--- src/rtl/qspi_xip_read_ctrl.sv ---
// Execute-in-place read sequencer: issues Fast Read Quad I/O (0xEB) for single-word
// requests and keeps chip-select low so word-sequential fetches stream straight from DATA.
module qspi_xip_read_ctrl #(
  parameter int HOLD_CYCLES = 16,
  parameter int CS_HIGH_MIN = 4,
  parameter int DUMMY_SCLK  = 4
) (
  input  logic        clk,
  input  logic        reset_n,
  input  logic        req_valid,
  output logic        req_ready,
  input  logic [23:0] req_addr,
  output logic        rsp_valid,
  output logic [31:0] rsp_data,
  output logic        busy,
  output logic        spi_clk,
  output logic        spi_cs_n,
  output logic [3:0]  spi_dq_o,
  output logic [3:0]  spi_dq_oe,
  input  logic [3:0]  spi_dq_i
);

  localparam logic [7:0] CMD_QUAD_IO_READ = 8'hEB;
  localparam int HOLD_LAST  = (HOLD_CYCLES > 0) ? HOLD_CYCLES - 1 : 0;
  localparam int DESEL_LAST = (CS_HIGH_MIN > 0) ? CS_HIGH_MIN - 1 : 0;
  localparam int DUMMY_LAST = (DUMMY_SCLK > 0) ? DUMMY_SCLK - 1 : 0;

  typedef enum logic [2:0] {IDLE, CMD, ADDR, MODE, DUMMY, DATA, HOLD, DESEL} state_e;

  state_e      state_q, state_d;
  logic        phase_q, phase_d;
  logic [7:0]  sclkCnt_q, sclkCnt_d;
  logic [15:0] cnt_q, cnt_d;
  logic [21:0] addr_q, addr_d;
  logic        pend_q, pend_d;
  logic [31:0] shift_q, shift_d;
  logic        rspValid_q, rspValid_d;
  logic [31:0] rspData_q, rspData_d;
  logic        rdyEn_q;

  logic        accept;
  logic [7:0]  sclkLast;
  logic [31:0] shiftIn;
  logic [23:0] addrFull;
  logic [4:0]  shAmt;
  logic        unusedAddrBits;

  assign unusedAddrBits = ^req_addr[1:0];
  assign shiftIn   = {shift_q[27:0], spi_dq_i};
  assign addrFull  = {addr_q, 2'b00};
  assign shAmt     = 5'd20 - {sclkCnt_q[2:0], 2'b00};
  assign req_ready = rdyEn_q && ((state_q == IDLE) || (state_q == HOLD));
  assign accept    = req_valid && req_ready;
  assign busy      = (state_q != IDLE);
  assign rsp_valid = rspValid_q;
  assign rsp_data  = rspData_q;

  always_comb begin
    case (state_q)
      CMD:     sclkLast = 8'd7;
      ADDR:    sclkLast = 8'd5;
      MODE:    sclkLast = 8'd1;
      DUMMY:   sclkLast = 8'(DUMMY_LAST);
      default: sclkLast = 8'd7;
    endcase
  end

  always_comb begin
    state_d    = state_q;
    phase_d    = phase_q;
    sclkCnt_d  = sclkCnt_q;
    cnt_d      = cnt_q;
    addr_d     = addr_q;
    pend_d     = pend_q;
    shift_d    = shift_q;
    rspValid_d = 1'b0;
    rspData_d  = rspData_q;
    case (state_q)
      IDLE: begin
        if (accept) begin
          addr_d  = req_addr[23:2];
          state_d = CMD;
        end
      end
      CMD, ADDR, MODE, DUMMY, DATA: begin
        phase_d = ~phase_q;
        // Everything advances at the clk edge that ends the SCLK high phase.
        if (phase_q) begin
          if (state_q == DATA) shift_d = shiftIn;
          if (sclkCnt_q == sclkLast) begin
            sclkCnt_d = '0;
            case (state_q)
              CMD:   state_d = ADDR;
              ADDR:  state_d = MODE;
              MODE:  state_d = (DUMMY_SCLK > 0) ? DUMMY : DATA;
              DUMMY: state_d = DATA;
              default: begin
                rspValid_d = 1'b1;
                rspData_d  = {shiftIn[7:0], shiftIn[15:8], shiftIn[23:16], shiftIn[31:24]};
                addr_d     = addr_q + 22'd1;
                cnt_d      = '0;
                state_d    = (HOLD_CYCLES > 0) ? HOLD : DESEL;
              end
            endcase
          end else begin
            sclkCnt_d = sclkCnt_q + 8'd1;
          end
        end
      end
      HOLD: begin
        if (accept) begin
          cnt_d = '0;
          if (req_addr[23:2] == addr_q) begin
            state_d = DATA;
          end else begin
            addr_d  = req_addr[23:2];
            pend_d  = 1'b1;
            state_d = DESEL;
          end
        end else if (cnt_q == 16'(HOLD_LAST)) begin
          cnt_d   = '0;
          state_d = DESEL;
        end else begin
          cnt_d = cnt_q + 16'd1;
        end
      end
      DESEL: begin
        if (cnt_q == 16'(DESEL_LAST)) begin
          cnt_d = '0;
          if (pend_q) begin
            pend_d  = 1'b0;
            state_d = CMD;
          end else begin
            state_d = IDLE;
          end
        end else begin
          cnt_d = cnt_q + 16'd1;
        end
      end
      default: state_d = IDLE;
    endcase
  end

  always_comb begin
    spi_cs_n  = 1'b0;
    spi_clk   = 1'b0;
    spi_dq_o  = '0;
    spi_dq_oe = '0;
    case (state_q)
      IDLE, DESEL: spi_cs_n = 1'b1;
      CMD: begin
        spi_clk   = phase_q;
        spi_dq_oe = 4'b1101;
        spi_dq_o  = {2'b11, 1'b0, CMD_QUAD_IO_READ[3'd7 - sclkCnt_q[2:0]]};
      end
      ADDR: begin
        spi_clk   = phase_q;
        spi_dq_oe = 4'b1111;
        spi_dq_o  = addrFull[shAmt +: 4];
      end
      MODE: begin
        spi_clk   = phase_q;
        spi_dq_oe = 4'b1111;
      end
      DUMMY, DATA: spi_clk = phase_q;
      default: ;
    endcase
  end

  always_ff @(posedge clk or negedge reset_n) begin
    if (!reset_n) begin
      state_q    <= IDLE;
      phase_q    <= 1'b0;
      sclkCnt_q  <= '0;
      cnt_q      <= '0;
      addr_q     <= '0;
      pend_q     <= 1'b0;
      shift_q    <= '0;
      rspValid_q <= 1'b0;
      rspData_q  <= '0;
      rdyEn_q    <= 1'b0;
    end else begin
      state_q    <= state_d;
      phase_q    <= phase_d;
      sclkCnt_q  <= sclkCnt_d;
      cnt_q      <= cnt_d;
      addr_q     <= addr_d;
      pend_q     <= pend_d;
      shift_q    <= shift_d;
      rspValid_q <= rspValid_d;
      rspData_q  <= rspData_d;
      rdyEn_q    <= 1'b1;
    end
  end

endmodule

--- config.mk ---
export PLATFORM = sky130hd
export DESIGN_NAME = qspi_xip_read_ctrl
export DESIGN_NICKNAME = d
export VERILOG_FILES = /design/src/rtl/qspi_xip_read_ctrl.sv
export SDC_FILE = /design/constraint.sdc
export NUM_CORES = 1
export LEC_CHECK = 0
export BUFFER_PORTS_ARGS = -buffer_cell sky130_fd_sc_hd__buf_2
export CAP_MARGIN = 20
export CORE_MARGIN = 4
export CORE_UTILIZATION = 55
export CTS_CLUSTER_SIZE = 14
export DETAILED_ROUTE_END_ITERATION = 6
export HOLD_SLACK_MARGIN = 0.15
export PLACE_DENSITY = 0.76
export SYNTH_ARGS = -nofsm -noshare
export SYNTH_HDL_FRONTEND = slang
export SYNTH_SLANG_ARGS = --single-unit
--- constraint.sdc ---
create_clock -name clk -period 6.4 [get_ports clk]
set_input_delay 0.64 -clock clk [delete_from_list [all_inputs] [get_ports clk]]
set_output_delay 0.64 -clock clk [all_outputs]
set_load 0.05 [all_outputs]
==> run metrics, run 1 <==
GRT Overall Usage 23.68%; I/O Buffers 73; GRT Residual Overflow 0; Worst setup SP type flop; Starting Density 57.26%; Hold Path End shift_q[2]$_DFFE_PN0P_; unrepaired setup endpoints after global routing false; top cell type by total area after synthesis dfrtp_1; Die X 112.4 µm; Peak Freq 290.0 MHz; Leakage 0.003212 µW; DRT Pass-1 Iters 5; H-tree depth 4; critical path type flop to output pin; Synth-to-Final Area Change 16.29%; Worst Path Arrival 2810 ps; Ys Warns 0; # DRC 0; cell family with most CP delay simple AND/OR/NAND/NOR gates; cells after synthesis 659; Clock Latency Late Sink between 500 and 600 ps; ranking of synthesized cells by area dfrtp_1 47%, nand2_1 8.9%, mux2_2 6.0%; Final ANT Viol Nets 0; critical-path maximum fanout 46; hold slack final 330.6 ps; Yosys cell types 53; R2R depth 6; routed vias 5,147; status finished, final reports clean; slowest stage cell, crit path dfrtp_1; Ant. Diodes 0; die height 112.4 µm; Final period util 53.89%; largest net degree at the start of global routing 74; sequential fraction of the synthesis area between 40% and 50%; # resized after CTS 0; worst stage delay on the critical path approximately 760 ps; predominant post-synthesis flop cell dfrtp_1; ys async rst share 100.0%; hold path depth 3; DP HPWL 9226 µm; pwr dens 513.1 nW/µm²; Mean Syn Cell Area 9.091 µm²; EDFF count, synth 0; Nets 748; clock-pin slew on the worst setup and hold paths 60 ps; Inserted Clock Buffers 17; synthesized area 5991 µm²; register bit total from synthesis 113; drt total wl approximately 15,000 µm; Cell Rows 37; Synth top area share between 40% and 50%; Die ar. 12,630 µm²; global-route wire length before repair 24,430 µm; RR Endpoint addr_q[0]$_DFFE_PN0P_; setup TNS 0 ps; Reg2Reg Launch Point addr_q[0]$_DFFE_PN0P_; vias per cell roughly 6; share of cells above drive strength 1 20.58%; Final Hold Fails 0; max cap viols 0; Root Buffer clkbuf_8; worst endpoint required time 5760 ps; maximum vdd drop 0.0003399 V; clock sink total 113; HP Start spi_dq_i[2]; core footprint 10,460 µm²; Routed wire per std cell about 17 µm; Final setup viols 0; crit path from state_q[2]$_DFFE_PN0P_; worst min path class primary input to flop; antenna violations before repair 0; fillers 873; crit path cell chain or3_1 > and2_4 > nand2_1 > inv_1 > buf_2; Worst Setup End Kind output pin; Rel. slew slack 23.49%; Mapped Nets ~700; Iter 0 DRT Violations 414; number of global-route vias before repair 5,000; CTS tree yes; Tmin final 3449 ps; Setup Skew ~11 ps; I/O Pins 76; r2r setup slk 3170 ps; fin. max-slew vios 0; CP bufs+invs 2; Slew @ Worst Pin 1148 ps; Max Root-Sink Buffers 2; RD Place Congestion 0.9222
## cell families (layout without fill, tap and decap cells)
group                    after synthesis  after routing  synth area share, %
AO/OA/AOI/OAI                        129            129                12.82
XOR/XNOR                              32             32                4.678
adder cells (fa/ha/maj)                5              5                1.044
buffers and inverters                 58            123                4.261
flip-flops                           113            113                47.20
multiplexers                          42             42                8.104
other                                  1              1              0.06260
AND/OR/NAND/NOR                      279            279                21.83
## worst min-delay path, cell delays in order
cell and delay, ps:
buf_2 90, nand2_1 40, nand2_1 40
## state kept, by name (all words and copies together) (netlist names)
name and count:
rsp_data 32, addr_q 22, sclkCnt_q 8, pend_q 1, state_q 3, rsp_valid 1
cnt_q 16, phase_q 1, rdyEn_q 1, shift_q 28
## area by class of cell
type | instances | area [µm²] | share of cell area, %
Sequential cell | 113 | 2828 | 40.59
Clock buffer | 21 | 459.2 | 6.591
Timing Repair Buffer | 79 | 419.2 | 6.017
Inverter | 13 | 48.80 | 0.7004
Clock inverter | 10 | 133.9 | 1.922
Tap cell | 136 | 170.2 | 2.443
Multi-Input combinational cell | 488 | 2908 | 41.74
## synthesized netlist by cell type (13+ instances only)
library cell / number
a21oi_1: 35
a31oi_1: 21
clkbuf_1: 30
dfrtp_1: 113
inv_1: 13
mux2_2: 32
nand2_1: 142
nand3_1: 33
nor2_1: 21
nor3_1: 17
o21ai_0: 32
xor2_1: 25
## per-layer routing
metal | up-vias | GRT usage (%) | part of all wire, %
met5 | - | 0 | 0
met4 | 0 | 9.696 | 2.5
met3 | 35 | 5.499 | 6.0
met2 | 193 | 37.62 | 49
met1 | 2495 | 31.49 | 42
li1 | 2424 | - | -
## report_power, final
part	switching, µW	internal [µW]
sequential	317	939
clock	323	619
combinational	896	481
total	1540	2040
## what timing repair did
action                                  in CTS  in global routing
endpoints found under the hold margin       40                  0
endpoints found under the setup margin       0                  0
setup buffers                                0                  0
hold buffers                                 1                  0
## worst max path at each step
stage	to	depth (start not counted)
floorplan	spi_dq_o[1]	6
global placement	addr_q[0]$_DFFE_PN0P_	7
detailed placement	addr_q[0]$_DFFE_PN0P_	7
CTS	spi_clk	5
global route	spi_clk	5
finish	spi_clk	5
## cell usage in the layout (no fill, tap or decap), drive strengths merged, types with 5 or more instances in the layout
cell type  count
ha             5
o22ai          5
nand3         33
clkbuf        21
xor2          25
inv           13
a31oi         21
mux2          32
nor2          21
or3            8
nor4          12
nor3          18
nand4         12
dfrtp        113
o21ai         42
clkinv         5
mux2i          8
a21oi         35
nand2        142
o31ai          6
and3          10
buf           78
a21o           6
xnor2          7
and2           5
## per-stage QoR
step,instance area [µm²],setup WS [ps],total power (µW),util [%],std cells
global route,6967,2742,3804,66.59,860
global placement,6352,3019,2556,60.72,827
detailed placement,6352,3038,2607,60.72,827
finish,6967,2951,3575,66.59,860
floorplan,5991,3494,2310,-,659
CTS,6955,2968,3571,66.48,859
No activity file was read; power rests on OpenSTA's default activity.
==> run 2: changes to the inputs <==
==> constraint.sdc (replaced) <==
create_clock -name clk -period 3.48 [get_ports clk]
set_input_delay 0.348 -clock clk [delete_from_list [all_inputs] [get_ports clk]]
set_output_delay 0.348 -clock clk [all_outputs]
set_load 0.05 [all_outputs]
==> run 2 against run 1 <==
Net effect: worst setup slack lost 2400 ps; combinational power rose by 87%; wire length fell by 1.3%; first-iteration DRC count rose by 0.97%; largest power group unchanged; critical endpoint unchanged; die area unchanged; core utilization grew 1.2 points.
==> run metrics, run 2 (same netlist as run 1, synthesis figures left out) <==
status finished, final reports clean; die height 112.4 µm (unchanged); Clock Power Share 26.8% (+0.5 points); Post-CTS Repair Setup Buffers 0 (unchanged); H-tree depth 4 (unchanged); Iter 0 DRT Violations 418 (+0.97%); commonest non-fill, non-tap cell in the layout nand2_1; pwr dens 934.9 nW/µm² (+82%); GRT Overall Usage 23.32% (-0.36 points); fillers 880 (+0.80%); clock-pin slew on the worst setup and hold paths 60 ps (about the same); unrepaired setup endpoints after global routing false; antenna violations before repair 0 (unchanged); DP HPWL 9457 µm (+2.5%); largest net degree at the start of global routing 65 (-12%); Rel. slew slack 41.86% (+18 points); Slew @ Worst Pin 868.9 ps (-278.7 ps); Reg power frac 34.3% (-0.8 points); Ant. Diodes 0 (unchanged); Final Hold Fails 0 (unchanged); I/O Buffers 73 (unchanged); core footprint 10,460 µm² (unchanged); Sw Share 42.23% (-0.73 points); worst endpoint required time 3130 ps (-2630 ps); Final period util a little over four fifths; Setup Skew 10.84 ps (-0.1080 ps); Worst Path Arrival 2560 ps (-250 ps); Routed wire per std cell 16.50 µm (-2.7%); Cell Rows 37 (unchanged); Inserted Clock Buffers 17 (unchanged); Nets 759 (+1.5%); Max Root-Sink Buffers 2 (unchanged); global-route wire length before repair 24,210 µm (-0.90%); CTS tree yes; Worst Setup End Kind output pin; RD Place Congestion 0.9057 (-1.8%); post-layout util 67.79% (+1.2 points); Synth-to-Final Area Change 18.40%; most frequent cells in the layout 142 x nand2_1, 113 x dfrtp_1, 72 x buf_2, 35 x a21oi_1, 33 x nand3_1; critical path type flop to output pin; Die X 112.4 µm (unchanged); vias per cell 5.896 (-1.5%); max cap viols 0 (unchanged); setup TNS 0 ps (unchanged); Die ar. 12,630 µm² (unchanged); number of global-route vias before repair 5,099 (+2.0%); # resized after CTS 0 (unchanged); Logic pwr share 38.9% (+0.4 points); I/O Pins 76 (unchanged); Clock Latency Late Sink 510 ps (about the same); Final setup viols 0 (unchanged); Peak Freq 343.5 MHz; # DRC 0 (unchanged); Tmin final 2911 ps; drt total wl 14,390 µm (-1.3%); fin. max-slew vios 0 (unchanged); Worst setup SP type flop; clock sink total 113 (unchanged); critical-path maximum fanout 46 (unchanged); Root Buffer clkbuf_8; GRT Residual Overflow 0 (unchanged); maximum vdd drop 0.0006263 V (+84%); Starting Density 57.26% (unchanged); max reg flops 32 (unchanged); Final ANT Viol Nets 0 (unchanged); share of cells above drive strength 1 20.65% (+0.072 points); worst min path class primary input to flop; P_sw 2801 µW (+82%); hold buffers post-CTS 8 (+7); Leakage 0.003265 µW (+1.6%); DRT Pass-1 Iters 5 (unchanged); Cell Int Power 3831 µW (+88%); routed vias 5,141 (-0.12%)
## run 2: worst paths after layout
kind | slack [ps] | start | cells after the start | to
max in group asynchronous | 2320 | reset_n | 3 | sclkCnt_q[0]$_DFFE_PN0P_
min in group asynchronous | 400 | reset_n | 2 | cnt_q[6]$_DFFE_PN0P_
setup / recovery | 570 | state_q[0]$_DFFE_PN0P_ | 5 | spi_clk
hold / removal | 190 | req_addr[5] | 3 | addr_q[3]$_DFFE_PN0P_
hold reg to reg | 480 | shift_q[24]$_DFFE_PN0P_ | 2 | shift_q[24]$_DFFE_PN0P_
setup reg to reg | 610 | state_q[0]$_DFFE_PN0P_ | 6 | cnt_q[13]$_DFFE_PN0P_
## run 2: area by class of cell
type,count,area [µm²],share of cell area (%)
Inverter,13,48.80,0.6880
Timing Repair Buffer,90,528.0,7.444
Clock buffer,22,452.9,6.386
Clock inverter,10,157.7,2.223
Multi-Input combinational cell,488,2908,40.99
Tap cell,136,170.2,2.399
Sequential cell,113,2828,39.87
## run 2: worst max-delay path: stages (launching register included)
cell and delay [ps]:
dfrtp_1 640, or3_1 280, and2_4 480, nand2_1 270, inv_1 100, buf_2 270
## run 2: power by group through the flow
stage | registers (µW) | logic (µW) | clock network [µW]
floorplan | 2180 | 2070 | 0
global placement | 2240 | 2490 | 0
detailed placement | 2270 | 2560 | 0
CTS | 2260 | 2580 | 1800
global route | 2350 | 2850 | 1880
finish | 2270 | 2580 | 1780
## run 2: metal layers
| layer | global-route usage (%) | part of all wire [%] | vias up |
|---|---|---|---|
| li1 | - | - | 2453 |
| met1 | 30.18 | 43 | 2467 |
| met2 | 39.05 | 49 | 196 |
| met3 | 4.960 | 5.9 | 25 |
| met4 | 7.933 | 1.8 | 0 |
| met5 | 0 | 0 | - |
## run 2: per-stage QoR
step | std cells | hold WS, ps | setup slack [ps] | total power (µW) | instance area (µm²)
2_1_floorplan | 659 | 52.41 | 866.3 | 4249 | 5991
3_3_place_gp | 832 | 401.7 | 709.5 | 4730 | 6402
3_5_place_dp | 832 | 405.5 | 652.2 | 4832 | 6402
4_1_cts | 872 | 171.3 | 578.7 | 6651 | 7093
5_1_grt | 872 | 202.5 | 397.2 | 7073 | 7093
6_report | 872 | 187.2 | 568.8 | 6631 | 7093
